## config.mk

```make
export PLATFORM = sky130hd
export DESIGN_NAME = expand_key_ctrl
export DESIGN_NICKNAME = d
export VERILOG_FILES = /design/src/rtl/expand_key_ctrl.sv
export SDC_FILE = /design/constraint.sdc
export NUM_CORES = 1
export LEC_CHECK = 0
export BUFFER_PORTS_ARGS = -buffer_cell sky130_fd_sc_hd__buf_4
export CORE_MARGIN = 2
export CORE_UTILIZATION = 30
export CTS_CLUSTER_SIZE = 40
export DETAILED_ROUTE_END_ITERATION = 10
export HOLD_SLACK_MARGIN = 0.03
export PLACE_DENSITY = 0.6
export SYNTH_ARGS = -nofsm -noshare
export SYNTH_HDL_FRONTEND = slang
export SYNTH_SLANG_ARGS = --single-unit
```

## constraint.sdc

```tcl
create_clock -name clk -period 2.2 [get_ports clk]
set_input_delay 0 -clock clk [delete_from_list [all_inputs] [get_ports clk]]
set_output_delay 0 -clock clk [all_outputs]
set_load 0.02 [all_outputs]
```

## src/rtl/expand_key_ctrl.sv

```systemverilog
// expand_key_ctrl
//
// Sequencer for the Blowfish key schedule (bcrypt ExpandKey / EksBlowfish
// inner step).
//
// It first XORs the 18-word P-array with the key. It then runs the shared
// encipher engine 521 times, chaining the 64-bit block from one run to the
// next. Each result pair is written back over P[0..17] and then over the
// four S-boxes (1024 words). While busy, this block owns the P/S write ports.
//
// Ports
//   clk, reset_l              clock (rising edge), async active-low reset
//   start, salt_en, salt      start request, salt mode (latched on start),
//                             128-bit salt (W0 = [127:96] .. W3 = [31:0])
//   key_addr / key_data       key word read (combinational)
//   p_raddr / p_rdata         P read (combinational), used during KEYXOR
//   p_we, p_waddr, p_wdata    P write port
//   s_we, s_waddr, s_wdata    S write port (box = [9:8], entry = [7:0])
//   enc_start, enc_xl, enc_xr block handed to encipher, held until enc_done
//   enc_done, enc_xl_out/xr   encipher completion and result
//   busy, done                activity flag, one-cycle completion pulse
//
// state       | meaning
// ------------+-----------------------------------------------------------
// S_IDLE      | waiting for start
// S_KEYXOR    | P[i] <= P[i] ^ key[i], i = 0..17, one word per cycle
// S_ENC_START | present (L,R) ^ salt words to encipher, pulse enc_start
// S_ENC_WAIT  | hold block, capture result on enc_done
// S_WR_L      | write L to word 2*blk of P or S
// S_WR_R      | write R to word 2*blk+1, then next block or finish
// S_DONE      | one-cycle done pulse

module expand_key_ctrl (
    input  logic         clk,
    input  logic         reset_l,
    input  logic         start,
    input  logic         salt_en,
    input  logic [127:0] salt,
    output logic [4:0]   key_addr,
    input  logic [31:0]  key_data,
    output logic [4:0]   p_raddr,
    input  logic [31:0]  p_rdata,
    output logic         p_we,
    output logic [4:0]   p_waddr,
    output logic [31:0]  p_wdata,
    output logic         s_we,
    output logic [9:0]   s_waddr,
    output logic [31:0]  s_wdata,
    output logic         enc_start,
    output logic [31:0]  enc_xl,
    output logic [31:0]  enc_xr,
    input  logic         enc_done,
    input  logic [31:0]  enc_xl_out,
    input  logic [31:0]  enc_xr_out,
    output logic         busy,
    output logic         done
);

    localparam logic [4:0] LAST_KEY_WORD = 5'd17;
    localparam logic [9:0] LAST_BLOCK    = 10'd520;
    localparam logic [9:0] FIRST_S_BLOCK = 10'd9;

    typedef enum logic [2:0] {
        S_IDLE,
        S_KEYXOR,
        S_ENC_START,
        S_ENC_WAIT,
        S_WR_L,
        S_WR_R,
        S_DONE
    } state_t;

    state_t      r_state;
    state_t      w_next_state;

    logic [4:0]  r_i;
    logic [9:0]  r_blk;
    logic [31:0] r_l;
    logic [31:0] r_r;
    logic [31:0] r_enc_xl;
    logic [31:0] r_enc_xr;
    logic        r_salt_en;

    logic [31:0] w_salt_a;
    logic [31:0] w_salt_b;
    logic [31:0] w_blk_xl;
    logic [31:0] w_blk_xr;
    logic        w_to_p;
    logic [9:0]  w_s_base;
    logic [9:0]  w_s_addr_l;
    logic [4:0]  w_p_addr_l;

    // Even blocks mix in W0/W1, odd blocks W2/W3.
    assign w_salt_a = r_blk[0] ? salt[63:32] : salt[127:96];
    assign w_salt_b = r_blk[0] ? salt[31:0]  : salt[95:64];
    assign w_blk_xl = r_l ^ (r_salt_en ? w_salt_a : 32'h0);
    assign w_blk_xr = r_r ^ (r_salt_en ? w_salt_b : 32'h0);

    // Blocks 0..8 land in P, 9..520 in S. The S base underflows for P
    // blocks, but it is only used when w_to_p is low.
    assign w_to_p     = (r_blk < FIRST_S_BLOCK);
    assign w_s_base   = r_blk - FIRST_S_BLOCK;
    assign w_s_addr_l = w_s_base << 1;
    assign w_p_addr_l = {r_blk[3:0], 1'b0};

    always_ff @(posedge clk or negedge reset_l) begin
        if (!reset_l) begin
            r_state   <= S_IDLE;
            r_i       <= 5'd0;
            r_blk     <= 10'd0;
            r_l       <= 32'h0;
            r_r       <= 32'h0;
            r_enc_xl  <= 32'h0;
            r_enc_xr  <= 32'h0;
            r_salt_en <= 1'b0;
        end else begin
            r_state <= w_next_state;
            case (r_state)
                S_IDLE: begin
                    if (start) begin
                        r_i       <= 5'd0;
                        r_blk     <= 10'd0;
                        r_l       <= 32'h0;
                        r_r       <= 32'h0;
                        r_salt_en <= salt_en;
                    end
                end
                S_KEYXOR: begin
                    if (r_i != LAST_KEY_WORD) begin
                        r_i <= r_i + 5'd1;
                    end
                end
                S_ENC_START: begin
                    r_enc_xl <= w_blk_xl;
                    r_enc_xr <= w_blk_xr;
                end
                S_ENC_WAIT: begin
                    if (enc_done) begin
                        r_l <= enc_xl_out;
                        r_r <= enc_xr_out;
                    end
                end
                S_WR_R: begin
                    if (r_blk != LAST_BLOCK) begin
                        r_blk <= r_blk + 10'd1;
                    end
                end
                default: begin
                end
            endcase
        end
    end

    always_comb begin
        w_next_state = r_state;
        key_addr     = 5'd0;
        p_raddr      = 5'd0;
        p_we         = 1'b0;
        p_waddr      = 5'd0;
        p_wdata      = 32'h0;
        s_we         = 1'b0;
        s_waddr      = 10'd0;
        s_wdata      = 32'h0;
        enc_start    = 1'b0;
        enc_xl       = 32'h0;
        enc_xr       = 32'h0;
        busy         = (r_state != S_IDLE);
        done         = 1'b0;

        case (r_state)
            S_IDLE: begin
                if (start) begin
                    w_next_state = S_KEYXOR;
                end
            end
            S_KEYXOR: begin
                key_addr = r_i;
                p_raddr  = r_i;
                p_we     = 1'b1;
                p_waddr  = r_i;
                p_wdata  = p_rdata ^ key_data;
                if (r_i == LAST_KEY_WORD) begin
                    w_next_state = S_ENC_START;
                end
            end
            S_ENC_START: begin
                enc_start    = 1'b1;
                enc_xl       = w_blk_xl;
                enc_xr       = w_blk_xr;
                w_next_state = S_ENC_WAIT;
            end
            S_ENC_WAIT: begin
                // The registered copy keeps the block stable for the engine.
                enc_xl = r_enc_xl;
                enc_xr = r_enc_xr;
                if (enc_done) begin
                    w_next_state = S_WR_L;
                end
            end
            S_WR_L: begin
                if (w_to_p) begin
                    p_we    = 1'b1;
                    p_waddr = w_p_addr_l;
                    p_wdata = r_l;
                end else begin
                    s_we    = 1'b1;
                    s_waddr = w_s_addr_l;
                    s_wdata = r_l;
                end
                w_next_state = S_WR_R;
            end
            S_WR_R: begin
                if (w_to_p) begin
                    p_we    = 1'b1;
                    p_waddr = w_p_addr_l | 5'd1;
                    p_wdata = r_r;
                end else begin
                    s_we    = 1'b1;
                    s_waddr = w_s_addr_l | 10'd1;
                    s_wdata = r_r;
                end
                if (r_blk == LAST_BLOCK) begin
                    w_next_state = S_DONE;
                end else begin
                    w_next_state = S_ENC_START;
                end
            end
            S_DONE: begin
                done         = 1'b1;
                w_next_state = S_IDLE;
            end
            default: begin
                w_next_state = S_IDLE;
            end
        endcase
    end

endmodule

```

# Yosys cells after proc, flatten, opt, wreduce, memory -nomap -nowiden
# Cells that the tools add are included.
# word_totals
out_inout_bits,158
mem_bits_ro,0
latch_bits,0
memories,0
input_bits,261
mem_bits_rw,0
wordCells,82
reg_bits,147
# op_classes
n_div,0
n_shift,0
add_sub_neg,3
muxes,41
multipliers,0
bitwise_logic,3
order_cmp,1
reduce_logical,11
eq_ne,15
# op_table
op,count
$mux W32,11
$pmux W32 S2,5
$pmux W32 S3,1
$xor A32 B32 Y32,3
$mux W10,4
$pmux W10 S2,2
$mux W5,5
$pmux W3 S6,1
$pmux W5 S3,1
$mux W3,4
$reduce_and A3 Y1,4
$add A10 B1 Y10 const B,1
$eq A10 B10 Y1 const B,1
$lt A10 B4 Y1 const B,1
$ne A10 B10 Y1 const B,1
$ne A2 B2 Y1 const B,5
$pmux W5 S2,1
$eq A3 B3 Y1 const B,3
$sub A9 B4 Y9 const B,1
$eq A3 B2 Y1 const B,2
$reduce_bool A2 Y1,3
$add A5 B1 Y5 const B,1
$eq A5 B5 Y1 const B,1
$mux W1,5
7 further kinds,7

# Depth between registers and ports, before layout
# logic_depth
depth_word,4
mapped_depth,11
ltp_nobuf,6

# Least setup slack after synthesis
# OpenSTA, ideal clock, no wires.
# synth_timing
path_type,reg2out
from,reg r_blk[0]
to,out s_waddr[4]
t_arrival_ps,2307
n_path_buf,4
stages_incl_launch_ff,11
required_time_ps,2200
path_slack_ps,-107
path_cell_list,dfrtp_1 > clkbuf_1 > clkbuf_1 > inv_1 > ha_1 > nand2b_1 > a2111o_1 > buf_6 > nand2_4 > buf_8 > nor3_1
# synth_via
elab_chain_len,3
word_cells_on_any_way,5
classes_between,add/sub: 1; order compare: 1; mux: 3
# synth_rtl
element,line_no,rtl
start: declaration,77,logic [9:0] r_blk;
start signal: assignment,145,r_blk <= r_blk + 10'd1;
$sub A9 B4 Y9 or $lt A10 B4 Y1 (tied branches),"102, 101",
$mux W10 (on tied branches),"213, 201",
$pmux W10 S2 (*),170,case (r_state)
end: declaration,47,"output logic [9:0] s_waddr,"
# Mark *: on every way between the ends. The rest lies on a longest branch, timed or not.

# Worst setup path in the final report
# layout_timing
from,reg r_blk[5]
to,out s_wdata[23]
# layout_via
elab_chain_len,3
word_cells_on_any_way,4
classes_between,order compare: 1; mux: 3
# layout_rtl
element,line_no,rtl
$lt A10 B4 Y1 (*),101,assign w_to_p = (r_blk < FIRST_S_BLOCK);
$mux W32 (on tied branches),"213, 201",
$pmux W32 S2 (*),170,
end: declaration,48,"output logic [31:0] s_wdata,"
# Marked as above.

==> results.sh <==
export IMPL_violations="setup timing"
export IMPL_chipHeight_um=182.8
export IMPL_maxSlewHeadroom_pct=23.79
export IMPL_clock_path_buffers=2
export IMPL_vias=10240
export IMPL_nNetsFinal=1959
export IMPL_worst_pin_slew_ns=1.135
export IMPL_syn_inst=1189
export IMPL_io_buffers=418
export IMPL_final_area_um2=16060
export IMPL_fin_ws_ns=-0.2378
export IMPL_path_class="flip-flop to output port"
export IMPL_start_util_pct=30.39
export IMPL_cap_violations=0
export IMPL_grt_pass1_vias=9976
export IMPL_endpoint_kind="output port"
export IMPL_finalClockSkew_ns=0.01302
export IMPL_wl_per_cell_um=20.45
export IMPL_hold_class="input port to flip-flop"
export IMPL_io_pin_count=419
export IMPL_maxSlewViolCount=0
export IMPL_syn2layout_area_growth_pct=67.46
export IMPL_whs_path_depth=5
export IMPL_antenna_found_initial=3
export IMPL_die_x_um=182.8
export IMPL_reg2regPathDepth=6
export IMPL_power_mw=20.14
export IMPL_postLayoutCoreUtil_pct=50.89
export IMPL_ant_nets=0
export IMPL_cts_inserted_buffers=17
export IMPL_grt_ovfl_total=0
export IMPL_synth_seq_cells=147
export IMPL_ir_worst_vdd_uv=927.3
export IMPL_r2r_setup_slack_ns=0.23
export IMPL_first_pass_iters=5
export IMPL_insertion_delay_ns=0.43
export IMPL_setup_viol=78
export IMPL_cp_arrival_ns=2.44
export IMPL_syn_area_um2=9589
export IMPL_fin_tns_setup_ns=-13.94
export IMPL_drive_gt1_share_pct=43.90
export IMPL_p_per_area_nw_per_um2=1254
export IMPL_r2r_start="r_blk[0]"
export IMPL_hold_worst_slack_ns=0.1066
export IMPL_clk_pin_slew_ns=0.07
export IMPL_drtIter0Drc=565
export IMPL_synth_top_flop_cell="dfrtp_1"
export IMPL_ys_seq_area_share_pct=38.36
export IMPL_max_freq_mhz=410.2
export IMPL_cp_max_fo=13
export IMPL_cts_sinks=147
export IMPL_critical_path_required_ns=2.20
export IMPL_gp_congestion=0.8660
export IMPL_post_route_min_period_ns=2.438
export IMPL_grt_usage_pct=23.60
export IMPL_cp_start_kind="flip-flop"
export IMPL_synthArstFlopShare_pct=100.0
export IMPL_cts_tree="yes"
export IMPL_p_leak_nw=7.323
export IMPL_synth_edf_count=0
export IMPL_syn_area_per_cell_um2=8.065
export IMPL_timing_rr_end="r_blk[9]"
export IMPL_path_cells="or4_4, a2111o_2, buf_6, nand2_8, clkbuf_16, nor2_1, buf_4"
export IMPL_outcome="complete, but fails checks"
export IMPL_cp_slowest_cell="or4_4"
export IMPL_syn_nets=1455
export IMPL_hpwl_um=30210
export IMPL_rsz0062_at_grt="true"
export IMPL_wirelength_um=43150
export IMPL_drc=0
export IMPL_hp_start="salt[81]"
export IMPL_grt_first_pass_wirelength_um=58780
export IMPL_grt_max_degree=129
export IMPL_dieArea_um2=33410
export IMPL_placed_cell_area_um2=13320
export IMPL_cts_root_buffer="clkbuf_16"
export IMPL_ys_warn_count=0
export IMPL_hold_viol_final=0
export IMPL_synthDistinctLibCells=47
export IMPL_min_to="r_enc_xr[17]"
export IMPL_fp_row_count=65
export IMPL_cp_slowest_stage_delay_ns=0.53
export IMPL_htree_levels=4
export IMPL_core_um2=31560
export IMPL_fin_crit_sh_pct=110.8
export IMPL_avgViaCountPerCell=4.855
[cells by family (layout without fill, tap and decap cells)]
family | count (synthesis) | after routing | synth area share (%)
AND/OR/NAND/NOR | 467 | 467 | 20.00
AO/OA/AOI/OAI | 261 | 261 | 14.69
flip-flops | 147 | 147 | 38.36
buffers and inverters | 105 | 622 | 5.050
XOR/XNOR | 104 | 104 | 9.499
multiplexers | 100 | 100 | 11.74
adder cells (fa/ha/maj) | 5 | 5 | 0.6524
other | 0 | 2 | 0
[through the flow]
stage,instances,setup WS (ns)
finish,2110,-0.2378
global route,2109,-0.2962
CTS,2077,-0.2184
detailed placement,1959,-0.04005
global placement,1959,-0.01365
floorplan,1189,0.03998
[repair_timing]
action	CTS	global route
gates cloned	2	10
pin swaps	23	21
setup endpoints to repair	130	142
buffers inserted	16	21
hold buffers	69	0
resized for setup	87	142
hold endpoints to repair	215	0
[cells in the mapped netlist (2+ instances only)]
| master | number | area share [%] |
|---|---|---|
| nand4bb_1 | 2 | 0.23 |
| xor2_1 | 70 | 6.4 |
| nand3b_1 | 4 | 0.31 |
| a2111o_1 | 2 | 0.23 |
| buf_1 | 4 | 0.16 |
| nand3_1 | 5 | 0.26 |
| nand4_1 | 4 | 0.26 |
| buf_4 | 8 | 0.63 |
| a21oi_1 | 8 | 0.42 |
| xnor2_1 | 34 | 3.1 |
| inv_1 | 7 | 0.27 |
| ha_1 | 5 | 0.65 |
| and3_1 | 2 | 0.13 |
| nor3_1 | 2 | 0.10 |
| a21o_1 | 7 | 0.55 |
| a22o_1 | 4 | 0.37 |
| dfrtp_1 | 147 | 38 |
| buf_6 | 4 | 0.47 |
| nor4_1 | 3 | 0.20 |
| mux2_2 | 100 | 12 |
| clkbuf_1 | 78 | 3.1 |
| o21ai_0 | 202 | 11 |
| o22ai_1 | 32 | 2.1 |
| nor2_1 | 54 | 2.1 |
| o21bai_1 | 2 | 0.16 |
| buf_2 | 2 | 0.10 |
| or3_1 | 2 | 0.13 |
| nand2b_1 | 6 | 0.39 |
| and2_1 | 8 | 0.52 |
| nor2b_1 | 3 | 0.20 |
| nand2_1 | 362 | 14 |
[where the power goes]
part	switching, mW	internal (mW)	total (mW)
Combinational	6.60	5.41	12.0
Sequential	1.40	3.89	5.29
Clock	1.27	1.57	2.85
[worst max-delay path: cells and delay by family, from the launching register on]
kind | cells | cell delay [ns]
compound gates | 1 | 0.39
flops | 1 | 0.38
buf+inv | 3 | 0.51
simple gates | 3 | 0.72
[worst max-delay path by stage]
stage	from	endpoint	slack (ns)	cells past startpoint
detailed placement	r_blk[6]	s_wdata[19]	-0.04	6
global route	r_blk[5]	s_wdata[23]	-0.30	7
finish	r_blk[5]	s_wdata[23]	-0.24	7
floorplan	r_blk[0]	p_wdata[13]	0.04	9
global placement	r_blk[6]	s_waddr[8]	-0.01	6
CTS	r_blk[5]	p_wdata[5]	-0.22	7
[sequential cells by signal (all words and copies together), names as in the netlist]
register   count
r_enc_xr      32
r_i            5
r_enc_xl      32
r_r           32
r_l           32
r_blk         10
r_salt_en      1
r_state        3
[final cells by class]
| type | instances | area [µm²] |
|---|---|---|
| tap | 402 | 503.0 |
| multi-input combinational | 937 | 6081 |
| timing repair buffer | 583 | 5191 |
| inverter | 7 | 28.78 |
| clock inverter | 13 | 126.4 |
| clock buffer | 19 | 432.9 |
| fill | 2901 | 15500 |
| sequential | 147 | 3690 |
| antenna | 2 | 5.005 |
[cell usage in the layout (no fill, tap or decap), drive strengths merged, types with 3 or more instances in the layout]
cell type,Yosys,routed
ha,5,5
a21oi,8,8
buf,20,506
dlygate4sd3,0,69
nor2,54,54
nand4,4,4
nand2b,6,6
o21ai,202,202
nand3b,4,4
and2,8,8
clkbuf,78,27
xor2,70,70
mux2,100,100
clkinvlp,0,7
a21o,7,7
nor2b,3,3
o22ai,32,32
nand3,5,5
nand2,363,363
xnor2,34,34
inv,7,12
nor4,3,3
dfrtp,147,147
a22o,4,4
[layer usage]
| metal | up-vias | track usage, % | wire (µm) |
|---|---|---|---|
| met5 | - | 0 | 13 |
| met4 | 2 | 7.328 | 933 |
| met3 | 47 | 3.733 | 2354 |
| met2 | 392 | 42.56 | 22110 |
| met1 | 4846 | 28.90 | 17740 |
| li1 | 4957 | - | - |
Power figures use the tool's default switching activity.
